File: src/rtl/event_or_capture.sv
// Synchronizes four async event sources, detects the mode-selected event expression and
// captures din into a one-entry valid/ready holding register with counter and overrun flag.
module event_or_capture #(
  parameter int unsigned WIDTH       = 8,
  parameter int unsigned CNT_W       = 16,
  parameter int unsigned SYNC_STAGES = 2
) (
  input  logic             clk,
  input  logic             rst,
  input  logic             src_a,
  input  logic             src_b,
  input  logic             trig,
  input  logic             enable,
  input  logic             mode,
  input  logic [WIDTH-1:0] din,
  input  logic             clr,
  output logic [WIDTH-1:0] dout,
  output logic             dout_valid,
  input  logic             dout_ready,
  output logic [3:0]       evt_src,
  output logic [CNT_W-1:0] evt_count,
  output logic             overrun
);

  typedef enum logic [1:0] {StWarmup, StEmpty, StFull} state_e;

  localparam logic [2:0] WarmLast = 3'(SYNC_STAGES);

  state_e           state_q, state_d;
  logic [2:0]       warm_q, warm_d;
  logic [3:0]       sync_q [SYNC_STAGES];
  logic [3:0]       hist_q;
  logic [WIDTH-1:0] dout_q, dout_d;
  logic [3:0]       src_q, src_d;
  logic [CNT_W-1:0] cnt_q, cnt_d;
  logic             ovr_q, ovr_d;

  logic [3:0] last, rise, edg, fired;
  logic       ev;

  // Bit order everywhere is {enable, trig, src_b, src_a}.
  always_ff @(posedge clk) begin
    if (rst) begin
      for (int i = 0; i < int'(SYNC_STAGES); i++) sync_q[i] <= '0;
      hist_q <= '0;
    end else begin
      sync_q[0] <= {enable, trig, src_b, src_a};
      for (int i = 1; i < int'(SYNC_STAGES); i++) sync_q[i] <= sync_q[i-1];
      hist_q <= sync_q[SYNC_STAGES-1];
    end
  end

  always_comb begin
    last  = sync_q[SYNC_STAGES-1];
    rise  = last & ~hist_q;
    edg   = last ^ hist_q;
    fired = mode ? {1'b0, edg[2], rise[1], rise[0]} : {edg[3], edg[2], 2'b00};
    ev    = (|fired) && (state_q != StWarmup);
  end

  always_comb begin
    state_d = state_q;
    warm_d  = warm_q;
    dout_d  = dout_q;
    src_d   = src_q;
    cnt_d   = cnt_q;
    ovr_d   = ovr_q;

    unique case (state_q)
      StWarmup: begin
        warm_d = warm_q + 3'd1;
        if (warm_q == WarmLast) state_d = StEmpty;
      end
      StEmpty: begin
        if (ev) begin
          dout_d  = din;
          src_d   = fired;
          state_d = StFull;
        end
      end
      StFull: begin
        if (dout_ready) begin
          if (ev) begin
            dout_d = din;
            src_d  = fired;
          end else begin
            state_d = StEmpty;
          end
        end else if (ev) begin
          ovr_d = 1'b1;
        end
      end
      default: state_d = StWarmup;
    endcase

    if (ev && (cnt_q != '1)) cnt_d = cnt_q + 1'b1;
    // Clear wins over both counting and a same-cycle overrun.
    if (clr) begin
      cnt_d = '0;
      ovr_d = 1'b0;
    end
  end

  always_ff @(posedge clk) begin
    if (rst) begin
      state_q <= StWarmup;
      warm_q  <= '0;
      dout_q  <= '0;
      src_q   <= '0;
      cnt_q   <= '0;
      ovr_q   <= 1'b0;
    end else begin
      state_q <= state_d;
      warm_q  <= warm_d;
      dout_q  <= dout_d;
      src_q   <= src_d;
      cnt_q   <= cnt_d;
      ovr_q   <= ovr_d;
    end
  end

  assign dout       = dout_q;
  assign dout_valid = (state_q == StFull);
  assign evt_src    = src_q;
  assign evt_count  = cnt_q;
  assign overrun    = ovr_q;

endmodule
File: config.mk
export PLATFORM = sky130hd
export DESIGN_NAME = event_or_capture
export DESIGN_NICKNAME = d
export VERILOG_FILES = /design/src/rtl/event_or_capture.sv
export SDC_FILE = /design/constraint.sdc
export NUM_CORES = 1
export LEC_CHECK = 0
export CAP_MARGIN = 30
export CORE_AREA = 2 2 88 90
export CTS_CLUSTER_SIZE = 30
export DETAILED_ROUTE_END_ITERATION = 16
export DIE_AREA = 0 0 90 92
export PLACE_DENSITY = 0.61
export SETUP_SLACK_MARGIN = 0.2
export SYNTH_ARGS = -nofsm -noshare
export SYNTH_HDL_FRONTEND = slang
export SYNTH_SLANG_ARGS = --single-unit
File: constraint.sdc
create_clock -name clk -period 1.69 [get_ports clk]
set_input_delay 0.507 -clock clk [delete_from_list [all_inputs] [get_ports clk]]
set_output_delay 0.507 -clock clk [all_outputs]
set_load 0.01 [all_outputs]
==> impl_metrics.env <==
export IMPL_postSynthNetCount=225
export IMPL_async_flop_share_pct=0
export IMPL_drt_initial_drc_count=73
export IMPL_cp_cell_sequence="ha_4 > and4_4 > nand4_1 > o21ai_4 > buf_12 > or4_1 > a21oi_1"
export IMPL_first_global_vias=1832
export IMPL_grt_pass1_wl_mm=8.11
export IMPL_gr_usage_all_layers_pct=11.8
export IMPL_hold_path_class="register to register"
export IMPL_die_h_um=92
export IMPL_fin_tns_setup_ns=-0.423
export IMPL_fill_cells=752
export IMPL_power_leakage_nw=1.37
export IMPL_p_per_area_nw_per_um2=785
export IMPL_crit_required_ns=1.92
export IMPL_ios=47
export IMPL_globalplace_congestion=0.882
export IMPL_synth_enable_flop_cells=0
export IMPL_cts_buffers=5
export IMPL_vias=1842
export IMPL_grt_antenna_before_repair=0
export IMPL_synthTopCellsByArea="dfxtp_1, mux2i_1, nor2_1"
export IMPL_cp_max_fo=5
export IMPL_critPathCaptureType="register"
export IMPL_cts_buffer_depth=2
export IMPL_initial_utilization_pct=25.9
export IMPL_post_dp_cell_area_um2=2800
export IMPL_io_buffers=46
export IMPL_root_buffer="clkbuf_8"
export IMPL_yosysMostFrequentCell="dfxtp_1"
export IMPL_arrival_ns=2.01
export IMPL_period_needed_ns=1.78
export IMPL_overflow=0
export IMPL_critPathLaunchType="register"
export IMPL_r2r_slack_ns=-0.09
export IMPL_drv_cap=0
export IMPL_die_area_um2=8280
export IMPL_syn_to_final_growth_pct=62.6
export IMPL_final_nets=320
export IMPL_rows=32
export IMPL_dr_pass1_iters=4
export IMPL_fin_crit_sh_pct=105
export IMPL_grt_start_max_net_pins=30
export IMPL_critPathMaxStageDelay_ns=0.47
export IMPL_p_total_w=0.00246
export IMPL_cts_sinks=46
export IMPL_die_x_um=90
export IMPL_routedWlPerCell_um=12.9
export IMPL_syn_inst=205
export IMPL_ir_worst_vdd_uv=412
export IMPL_clock_fmax_mhz=562
export IMPL_path_delay_family="simple AND/OR/NAND/NOR gates"
export IMPL_synth_cell_type_count=40
export IMPL_crit_type="register to register"
export IMPL_synth_ff_type="dfxtp_1"
export IMPL_stdcell_area_um2=3140
export IMPL_drive_above_1_share_pct=42.9
export IMPL_yosys_warnings=0
export IMPL_crit_buf_inv=1
export IMPL_relSlewSlack_pct=76.0
export IMPL_synthTopCellsByCount="dfxtp_1, nor2_1, a21oi_1"
export IMPL_diodes=0
export IMPL_ys_ff_latch=46
export IMPL_cts_hold_buf=0
export IMPL_routed_wl_mm=5.18
export IMPL_insertion_delay_ns=0.30
export IMPL_tightest_slew_ns=0.359
export IMPL_slew_viol_final=0
export IMPL_synth_area_per_cell_um2=9.41
export IMPL_routed_via_density=4.57
export IMPL_core_area_um2=7450
export IMPL_seq_area_frac_synth_pct=47.7
export IMPL_rsz0062_at_grt="yes"
export IMPL_synth_top_area_cell="dfxtp_1"
export IMPL_synth_top_area_share_pct=47.7
export IMPL_final_setup_viol_count=8
export IMPL_violations="negative setup slack"
export IMPL_synth_cell_area_um2=1930
export IMPL_timing_hold_ws_ns=0.444
export IMPL_finalWorstSetupSlack_ns=-0.0893
export IMPL_skew_ns=0.00871
export IMPL_drc=0
export IMPL_ant_nets=0
export IMPL_clk_pin_slew_ns=0.09
export IMPL_cts_max_level=2
export IMPL_cp_slowest_cell="or4_1"
export IMPL_place_hpwl_mm=3.43
export IMPL_status="finished, violations left"
export IMPL_cts_tree="yes"
export IMPL_hold_viol=0
==> timing repair <==
item | 4_1_cts | 5_1_grt
setup buffers | 6 | 5
pin swaps | 15 | 22
setup endpoints to repair | 61 | 34
cloned | 0 | 2
resized for setup | 114 | 34
==> routing by layer <==
metal	up-vias	track usage, %	share of wire, %
met5	-	0	0
li1	917	-	-
met4	0	4.36	0.91
met3	4	3.20	4.6
met1	882	13.8	44
met2	39	20.6	50
==> per-stage QoR <==
| stage | cells | setup WS [ns] | util (%) |
|---|---|---|---|
| after floorplan | 205 | -0.0345 | - |
| after global placement | 382 | -0.553 | 37.6 |
| after detailed placement | 382 | -0.582 | 37.6 |
| after CTS | 396 | -0.0457 | 39.5 |
| after global routing | 403 | -0.167 | 42.1 |
| final | 403 | -0.0893 | 42.1 |
==> power by group <==
part	internal (W)	leakage (nW)	switching, W
logic	0.000310	0.947	0.000274
clock network	0.000296	0.0408	0.000397
registers	0.00115	0.385	0.0000402
==> state kept, by name, summed over array words and instances, names as in the netlist <==
name	count
dout	8
evt_count	16
overrun	1
state_q	2
evt_src	4
hist_q	4
warm_q	3
sync_q	8
==> final timing paths <==
check	start	end	cells past startpoint
worst max register to register	evt_count[1]	evt_count[4]	7
worst min register to register	sync_q[0][2]	sync_q[0][6]	1
worst max-delay path	evt_count[1]	evt_count[4]	7
worst min-delay path	sync_q[0][2]	sync_q[0][6]	1
==> cells in the final DEF (no fill, tap or decap), types with 2 or more instances in the layout <==
| cell | instances |
|---|---|
| buf_4 | 38 |
| dfxtp_1 | 25 |
| nor2_1 | 21 |
| dfxtp_2 | 19 |
| buf_2 | 16 |
| clkdlybuf4s50_1 | 15 |
| dlygate4sd2_1 | 14 |
| nor2b_1 | 12 |
| nand2_1 | 11 |
| mux2i_1 | 10 |
| a21oi_1 | 9 |
| buf_6 | 9 |
| o31ai_1 | 6 |
| a21oi_2 | 6 |
| nand3_1 | 6 |
| or3_1 | 5 |
| clkbuf_8 | 5 |
| nand4_1 | 4 |
| or4_1 | 4 |
| inv_1 | 3 |
| and4_1 | 3 |
| xor2_1 | 3 |
| o21ai_1 | 3 |
| xor2_2 | 2 |
| and3b_1 | 2 |
| a21o_1 | 2 |
| o21ai_4 | 2 |
| or4_4 | 2 |
| nand2_4 | 2 |
| nand3_2 | 2 |
| nor3_2 | 2 |
| o21ai_0 | 2 |
| xnor2_1 | 2 |
| a22oi_1 | 2 |
| ha_1 | 2 |
| clkinvlp_4 | 2 |
| clkbuf_16 | 2 |
| dfxtp_4 | 2 |
| buf_12 | 2 |
==> area by class of cell <==
cell class	instances	area (um^2)	area share, %
Clock buffer	5	68.8	2.19
Multi-Input combinational cell	147	1120	35.7
Sequential cell	46	952	30.4
Inverter	4	15.0	0.479
Clock inverter	3	23.8	0.758
Tap cell	102	128	4.07
Timing Repair Buffer	96	830	26.4
==> cells by family (layout without fill, tap and decap cells) <==
logic type,Yosys count,count (layout),share of synthesized area (%)
compound gates,41,41,14.3
simple gates,86,86,24.3
flops,46,46,47.7
buf+inv,12,108,2.92
fa+ha+maj,3,3,1.95
mux,10,10,5.19
xor+xnor,7,7,3.57
Power figures use the tool's default switching activity.
